<file path="src/rtl/fifo_pkg.sv">
// Shared definitions for the parametrised synchronous FIFO family:
// pointer/count width helpers, read-mode constants and the error-flag record.
package fifo_pkg;

  localparam bit FWFT_OFF = 1'b0;
  localparam bit FWFT_ON  = 1'b1;

  typedef struct packed {
    logic overflow;
    logic underflow;
  } fifo_err_t;

  // Pointers carry one extra wrap bit above the address bits.
  function automatic int ptr_w(input int depth);
    return $clog2(depth) + 1;
  endfunction

  // Occupancy must represent 0..depth inclusive.
  function automatic int cnt_w(input int depth);
    return $clog2(depth) + 1;
  endfunction

endpackage

</file>
<file path="src/rtl/fifo_ram.sv">
// Simple dual-port storage for the FIFO: synchronous write port, read port that is
// either combinational (first-word-fall-through) or registered with a load enable.
module fifo_ram
  import fifo_pkg::*;
#(
  parameter int DATA_W = 8,
  parameter int DEPTH  = 16,
  parameter bit FWFT   = FWFT_OFF
) (
  input  logic                     clk,
  input  logic                     rst,
  input  logic                     wr_en,
  input  logic [$clog2(DEPTH)-1:0] wr_addr,
  input  logic [DATA_W-1:0]        wr_data,
  input  logic                     rd_en,
  input  logic [$clog2(DEPTH)-1:0] rd_addr,
  output logic [DATA_W-1:0]        rd_data
);

  logic [DATA_W-1:0] mem_q [DEPTH];

  // Storage is deliberately left unreset.
  always_ff @(posedge clk) begin
    if (wr_en) mem_q[wr_addr] <= wr_data;
  end

  if (FWFT == FWFT_ON) begin : g_async_rd
    assign rd_data = mem_q[rd_addr];
  end else begin : g_reg_rd
    logic [DATA_W-1:0] rd_data_q;
    logic [DATA_W-1:0] rd_data_d;

    always_comb begin
      rd_data_d = rd_data_q;
      if (rd_en) rd_data_d = mem_q[rd_addr];
    end

    always_ff @(posedge clk or negedge rst) begin
      if (!rst) rd_data_q <= '0;
      else      rd_data_q <= rd_data_d;
    end

    assign rd_data = rd_data_q;
  end

endmodule

</file>
<file path="src/rtl/sync_fifo_param.sv">
// Parametrised single-clock FIFO control: wrap-bit pointers, occupancy count,
// threshold flags and sticky overflow/underflow, around a fifo_ram instance.
module sync_fifo_param
  import fifo_pkg::*;
#(
  parameter int DATA_W   = 8,
  parameter int DEPTH    = 16,
  parameter int AF_LEVEL = DEPTH - 2,
  parameter int AE_LEVEL = 2,
  parameter bit FWFT     = FWFT_OFF
) (
  input  logic                      clk,
  input  logic                      rst,
  input  logic                      wr_en,
  input  logic [DATA_W-1:0]         wr_data,
  input  logic                      rd_en,
  output logic [DATA_W-1:0]         rd_data,
  output logic                      rd_valid,
  output logic                      full,
  output logic                      empty,
  output logic                      almost_full,
  output logic                      almost_empty,
  output logic [cnt_w(DEPTH)-1:0]   count,
  output logic                      overflow,
  output logic                      underflow,
  input  logic                      clr_err
);

  localparam int PTR_W  = ptr_w(DEPTH);
  localparam int ADDR_W = PTR_W - 1;
  localparam int CNT_W  = cnt_w(DEPTH);
  localparam logic [CNT_W-1:0] AF_CNT = CNT_W'(AF_LEVEL);
  localparam logic [CNT_W-1:0] AE_CNT = CNT_W'(AE_LEVEL);

  if (DATA_W < 1) begin : g_bad_width
    $error("sync_fifo_param: DATA_W must be at least 1");
  end
  if ((DEPTH < 2) || ((DEPTH & (DEPTH - 1)) != 0)) begin : g_bad_depth
    $error("sync_fifo_param: DEPTH must be a power of two >= 2");
  end
  if ((AF_LEVEL < 1) || (AF_LEVEL > DEPTH)) begin : g_bad_af
    $error("sync_fifo_param: AF_LEVEL must lie in 1..DEPTH");
  end
  if ((AE_LEVEL < 0) || (AE_LEVEL > DEPTH - 1)) begin : g_bad_ae
    $error("sync_fifo_param: AE_LEVEL must lie in 0..DEPTH-1");
  end

  logic [PTR_W-1:0] wr_ptr_q, wr_ptr_d;
  logic [PTR_W-1:0] rd_ptr_q, rd_ptr_d;
  logic [CNT_W-1:0] count_q, count_d;
  fifo_err_t        err_q, err_d;
  logic             rd_valid_q, rd_valid_d;
  logic             wr_acc, rd_acc;
  logic [DATA_W-1:0] ram_rd_data;

  assign full  = (wr_ptr_q[ADDR_W-1:0] == rd_ptr_q[ADDR_W-1:0]) &&
                 (wr_ptr_q[ADDR_W] != rd_ptr_q[ADDR_W]);
  assign empty = (wr_ptr_q == rd_ptr_q);
  assign wr_acc = wr_en && !full;
  assign rd_acc = rd_en && !empty;

  always_comb begin
    wr_ptr_d   = wr_ptr_q + PTR_W'(wr_acc);
    rd_ptr_d   = rd_ptr_q + PTR_W'(rd_acc);
    count_d    = count_q;
    case ({wr_acc, rd_acc})
      2'b10:   count_d = count_q + CNT_W'(1);
      2'b01:   count_d = count_q - CNT_W'(1);
      default: count_d = count_q;
    endcase
    // A new error event in the same cycle as clr_err keeps the flag set.
    err_d.overflow  = (err_q.overflow  && !clr_err) || (wr_en && full);
    err_d.underflow = (err_q.underflow && !clr_err) || (rd_en && empty);
    rd_valid_d = rd_acc;
  end

  always_ff @(posedge clk or negedge rst) begin
    if (!rst) begin
      wr_ptr_q   <= '0;
      rd_ptr_q   <= '0;
      count_q    <= '0;
      err_q      <= '0;
      rd_valid_q <= 1'b0;
    end else begin
      wr_ptr_q   <= wr_ptr_d;
      rd_ptr_q   <= rd_ptr_d;
      count_q    <= count_d;
      err_q      <= err_d;
      rd_valid_q <= rd_valid_d;
    end
  end

  fifo_ram #(
    .DATA_W (DATA_W),
    .DEPTH  (DEPTH),
    .FWFT   (FWFT)
  ) u_ram (
    .clk     (clk),
    .rst     (rst),
    .wr_en   (wr_acc),
    .wr_addr (wr_ptr_q[ADDR_W-1:0]),
    .wr_data (wr_data),
    .rd_en   (rd_acc),
    .rd_addr (rd_ptr_q[ADDR_W-1:0]),
    .rd_data (ram_rd_data)
  );

  // In fall-through mode the head is masked while empty so reset reads back zero.
  assign rd_data      = (FWFT == FWFT_ON) ? (empty ? '0 : ram_rd_data) : ram_rd_data;
  assign rd_valid     = (FWFT == FWFT_ON) ? !empty : rd_valid_q;
  assign count        = count_q;
  assign almost_full  = (count_q >= AF_CNT);
  assign almost_empty = (count_q <= AE_CNT);
  assign overflow     = err_q.overflow;
  assign underflow    = err_q.underflow;

endmodule

</file>
<file path="config.mk">
export PLATFORM = sky130hd
export DESIGN_NAME = sync_fifo_param
export DESIGN_NICKNAME = d
export VERILOG_FILES = /design/src/rtl/fifo_pkg.sv /design/src/rtl/fifo_ram.sv /design/src/rtl/sync_fifo_param.sv
export SDC_FILE = /design/constraint.sdc
export NUM_CORES = 1
export LEC_CHECK = 0
export BUFFER_PORTS_ARGS = -buffer_cell sky130_fd_sc_hd__buf_2
export CORE_ASPECT_RATIO = 0.9
export CORE_MARGIN = 2
export CORE_UTILIZATION = 25
export CTS_BUF_LIST = sky130_fd_sc_hd__clkbuf_4
export DETAILED_ROUTE_END_ITERATION = 16
export GPL_ROUTABILITY_DRIVEN = 0
export MAX_ROUTING_LAYER = met4
export SKIP_CTS_REPAIR_TIMING = 1
export SYNTH_ARGS = -nofsm -noshare
export SYNTH_HDL_FRONTEND = slang
export SYNTH_SLANG_ARGS = --single-unit
export TNS_END_PERCENT = 100
</file>
<file path="constraint.sdc">
create_clock -name clk -period 3.5 [get_ports clk]
set_input_delay 0.7 -clock clk [delete_from_list [all_inputs] [get_ports clk]]
set_output_delay 0.7 -clock clk [all_outputs]
set_load 0.1 [all_outputs]
</file>
==> Word-level counts from Yosys, hierarchy flattened <==
Memory sizes are Yosys's and may differ from the RTL's. A register that Yosys moved wholly into a read port is not among the register bits.
Cells that the tools add are included.
{ "op_classes": {"addsub": 4, "magnitude_cmp": 2, "n_eq_ne": 5, "n_mux": 3, "n_reduce_logical": 14} }
{ "ops": {"columns": ["cell", "n"], "rows": [
  ["$add 5x1->5", 2],
  ["$pmux 5 s2", 1],
  ["$logic_and 1x1->1", 7],
  ["$add 5x1->5 const B", 1],
  ["$eq 5x5->1", 1],
  ["$ge 5x4->1 const B", 1],
  ["$le 5x2->1 const B", 1],
  ["$sub 5x1->5 const B", 1],
  ["$eq 4x4->1", 1],
  ["$logic_not 1->1", 4],
  ["$eq 2x1->1 const B", 1],
  ["$eq 2x2->1 const B", 1],
  ["$logic_or 1x1->1", 2],
  ["$mux 1", 2],
  ["$reduce_bool 2->1", 1],
  ["$ne 1x1->1", 1]
]} }
{ "word_totals": {"reg_bits": 18, "ram_bits": 128, "inputBits": 13, "out_inout_bits": 20, "wordCells": 35, "n_memories": 1} }
{ "mem_list": {"columns": ["memory", "words", "word_bits", "rd", "rd_ports_with_merged_regs", "wr", "line", "text"], "rows": [
  ["u_ram.mem_q", 16, 8, 1, 1, 1, "fifo_ram.sv:20", "logic [DATA_W-1:0] mem_q [DEPTH];"]
]} }

==> Depth between registers and ports, before layout <==
{ "logic_depth": {"word_depth": 6, "ltp_mapped": 13, "mapped_depth_nobuf": 11} }

==> Cells and area by module <==
Synthesis repeated with hierarchy kept, for this count alone.
{ "unflattened": {"cells_unflattened": 324, "area_unflattened_um2": 6297.3} }
{ "by_module_without_submodules": {"columns": ["module", "n_inst", "cells_per_inst", "area_per_inst_um2", "seq_area_each_um2"], "rows": [
  ["fifo_ram", 1, 240, 5331.4, 4043.9],
  ["sync_fifo_param", 1, 84, 965.9, 450.4]
]} }

==> Least setup slack after synthesis <==
Ideal clock, no wire load.
{ "synth_timing": {"kind": "flip-flop to output port", "start": "register count_q[1] (netlist: count[1])", "end": "output almost_empty", "arrival_time_ns": 5.725, "required_ns": 2.800, "setup_slack_ns": -2.925, "stages_incl_launch_ff": 3, "path_buffers": 1, "path_cell_list": "dfrtp_1 -> clkbuf_1 -> a2111oi_0"} }
{ "synth_via": {"elab_chain_cells": 1} }
{ "synth_lines": {"columns": ["element", "line", "text"], "rows": [
  ["start, declared", "sync_fifo_param.sv:50", "logic [CNT_W-1:0] count_q, count_d;"],
  ["start signal, assigned", "sync_fifo_param.sv:87", "count_q <= count_d;"],
  ["$le 5x2->1", "sync_fifo_param.sv:113", "assign almost_empty = (count_q <= AE_CNT);"],
  ["end, declared", "sync_fifo_param.sv:22", "output logic almost_empty,"]
]} }
Every way passes these cells.

==> Final worst setup path <==
{ "layout_timing": {"start": "register wr_ptr_q[1]", "end": "output full"} }
{ "layout_via": {"elab_chain_cells": 2} }
{ "layout_lines": {"columns": ["element", "line", "text"], "rows": [
  ["start, declared", "sync_fifo_param.sv:48", "logic [PTR_W-1:0] wr_ptr_q, wr_ptr_d;"],
  ["start signal, assigned", "sync_fifo_param.sv:85", "wr_ptr_q <= wr_ptr_d;"],
  ["$eq 4x4->1", "sync_fifo_param.sv:56", "assign full = (wr_ptr_q[ADDR_W-1:0] == rd_ptr_q[ADDR_W-1:0]) &&"],
  ["$logic_and 1x1->1", "sync_fifo_param.sv:56", null],
  ["end, declared", "sync_fifo_param.sv:19", "output logic full,"]
]} }
Every way passes these cells.

==> flow_summary.rst <==
.. list-table::
   :header-rows: 1

   * - Metric
     - Value
   * - Outcome
     - finished clean
   * - Remaining global-route overflow
     - 0
   * - Layout Nets
     - a little under 400
   * - Leakage
     - 2.46 nW
   * - Die boundary height
     - 154 um
   * - Power after layout
     - 6.31 mW
   * - Area of the mapped netlist
     - 0.00626 mm2
   * - Fraction of final layout cells with drive strength greater than 1
     - 0.302
   * - Area of the core region
     - between 0.02 and 0.025 mm2
   * - Area of the die
     - 0.0263 mm2
   * - Predominant post-synthesis flop cell
     - edfxtp_1
   * - Power per unit of standard cell area
     - roughly 880 mW/mm2
   * - Worst setup SP type
     - register
   * - Std cell rows
     - 54
   * - Antenna Cells
     - 0
   * - Share of the clock period used by the worst path
     - 0.836
   * - Ranking of synthesized cells by instance count
     - 128 x edfxtp_1, 26 x dfrtp_1, 20 x mux4_2
   * - DR vias
     - 3158
   * - HPWL after detailed placement
     - roughly 8400 um
   * - Global-route total usage across every layer
     - 0.107
   * - Clock-pin slew of the registers on the worst-case setup and hold paths
     - 0.14 ns
   * - Fraction of registers with async set or reset after synthesis
     - 0.169
   * - Most used standard cell by instance count after synthesis
     - edfxtp_1
   * - Design area
     - 0.00716 mm2
   * - Total routed wirelength
     - 13000 um
   * - Actual slew at the worst max-slew pin
     - 1.01 ns
   * - Sink count of the clock tree
     - 154
   * - Maximum number of pins on one net before global-route repair
     - 35
   * - CTS tree
     - built
   * - Classification of the worst setup path
     - reg2out
   * - Final-layout worst hold slack
     - roughly 0.17 ns
   * - First-pass detailed-route iteration total
     - 4
   * - Worst reg2reg setup slack
     - 0.73 ns
   * - Final setup viols
     - 0
   * - Headroom to the max-slew limit
     - 0.322
   * - Number of pins with negative max-slew slack in the final report
     - 0
   * - Initial detailed-routing violation count
     - 282
   * - Total I/O pin count
     - 33
   * - Fill cells
     - 2411
   * - Signed area change from the synthesized netlist to the final layout
     - 14.5%
   * - Sequential standard cell area
     - 0.00450 mm2
   * - Number of maximum-capacitance violations
     - 0
   * - Number of endpoints with negative hold slack in the final report
     - 0
   * - Maximum ir drop on the vdd rail
     - around 0.26 mV
   * - Final Util
     - 0.294
   * - R2r worst-path depth
     - 11
   * - Initial core utilization
     - 0.257
   * - Average cell area after synthesis
     - 19.3 um2
   * - Post-route setup slack
     - 0.575 ns
   * - Fraction of the yosys area taken by sequential cells
     - 0.718
   * - Number of port buffers
     - 32
   * - Via count of the first global-routing pass
     - between 3000 and 4000
   * - Netlist cell types
     - 38
   * - Vias per inst
     - about 4.4
   * - Global-route wire length before repair
     - 19700 um
   * - Clock Path Buffers
     - 2
   * - Post-Place Setup Slack
     - 0.768 ns
   * - Type of the most critical hold path
     - in2async
   * - Reg2Reg Capture Point
     - count[4]
   * - Flop and latch count out of synthesis
     - 154
   * - Number of cells in the design after placement
     - 685
   * - Htree depth
     - 4
   * - Die Width
     - around 170 um
   * - Count of mapped cells out of synthesis
     - 324
   * - Antenna violations before repair
     - 0
   * - Count of flip-flops with a built-in enable after synthesis
     - 128
   * - Max Clock Skew
     - 0.0291 ns
   * - Top area cells in the synthesized netlist
     - edfxtp_1 61%, dfrtp_1 10%, mux4_2 7.2%
   * - Post-synthesis net count
     - ~340
   * - Root Buffer
     - clkbuf_4
   * - Placed Instance Area
     - around 0.007 mm2
   * - Footprint of the multi-input gates
     - 0.00166 mm2
   * - Critical register-to-register path startpoint
     - wr_ptr_q[1]
   * - Number of buffers added by the clock tree synthesis step
     - 17
   * - Maximum achievable frequency
     - roughly 0.34 GHz
   * - Setup repair after global routing missed its margin
     - no
   * - DR WL/cell
     - 18.2 um
   * - Final worst path period need
     - 2.92 ns
   * - Top cell type by total area after synthesis
     - edfxtp_1
   * - Worst Setup End Kind
     - output pin
   * - Crit-path max FO
     - 10
   * - Share of the synthesized area in the top cell type
     - 0.614
   * - Total negative slack
     - 0 ns
   * - Arr. time, crit path
     - 2.22 ns
   * - Non-Filler Instances
     - roughly 700
   * - CP required
     - 2.80 ns
   * - Remaining DRCs
     - 0
   * - Detail Route Antenna Nets
     - 0
   * - Ys Warns
     - 0
   * - Worst-skew pair later-pin latency
     - 0.54 ns
==> placed cells by master, fill, tap and decap left out, types with 2 or more instances in the layout <==
cell type and instances:
edfxtp_1 128, buf_2 32, dfrtp_1 25, mux4_2 20, clkbuf_4 17, a22oi_1 16
nor2_1 14, buf_4 13, mux4_1 12, xnor2_1 10, nand2_1 10, xor2_1 8
mux2_4 8, nand3_1 7, ha_1 7, inv_1 4, nor3_1 4, inv_6 4
o2111ai_1 3, nand2b_1 3, nor4_2 3, nor2b_1 3, a21oi_1 3, inv_8 3
a22o_1 2, a211o_1 2, clkinvlp_4 2, clkinv_4 2, bufinv_16 2
==> layout make-up <==
cell class,count,share of cell area
timing repair buffer,45,0.0360
inverter,5,0.00262
clock inverter,15,0.0253
clock buffer,17,0.0178
tap,336,0.0587
sequential,154,0.627
multi-input combinational,145,0.232
==> flip-flops by register name (all words and copies together) (netlist names) <==
name	count
rd_ptr_q	5
count	5
u_ram.rd_data	8
wr_ptr_q	5
rd_valid	1
u_ram.mem_q	128
underflow	1
overflow	1
==> routing by layer <==
layer,track usage,wire length [um]
met5,-,0
met4,0.0293,121
met2,0.152,5980
met1,0.152,6280
met3,0.0257,642
==> critical path, stage by stage, from the launching register on <==
cell     delay [ns]
dfrtp_1        0.54
xnor2_1        0.24
nand4_2        0.24
nor2_1         0.21
buf_2          0.45
==> where the power goes <==
part | switching, mW | internal [mW] | leakage (nW)
registers | 0.262 | 2.30 | 1.47
logic | 1.74 | 0.865 | 0.831
clock network | 0.700 | 0.452 | 0.160
==> how the worst max path moves through the flow <==
stage | depth (start not counted) | slack [ns] | startpoint | endpoint
global route | 4 | 0.35 | wr_ptr_q[1] | full
floorplan | 4 | 0.55 | wr_ptr_q[0] | empty
global placement | 11 | 0.88 | wr_ptr_q[1] | count[4]
finish | 4 | 0.58 | wr_ptr_q[1] | full
detailed placement | 11 | 0.77 | wr_ptr_q[1] | count[4]
CTS | 4 | 0.52 | wr_ptr_q[1] | full
==> kinds of logic (layout without fill, tap and decap cells) <==
group                    count (synthesis)  in the layout  share of synthesized area
XOR/XNOR                                18             18                     0.0252
AND/OR/NAND/NOR                         47             47                     0.0366
buffers and inverters                   25             82                     0.0230
flip-flops                             154            154                      0.718
AO/OA/AOI/OAI                           32             32                     0.0396
adder cells (fa/ha/maj)                  7              7                     0.0140
multiplexers                            41             41                      0.143
Power figures use the tool's default switching activity.
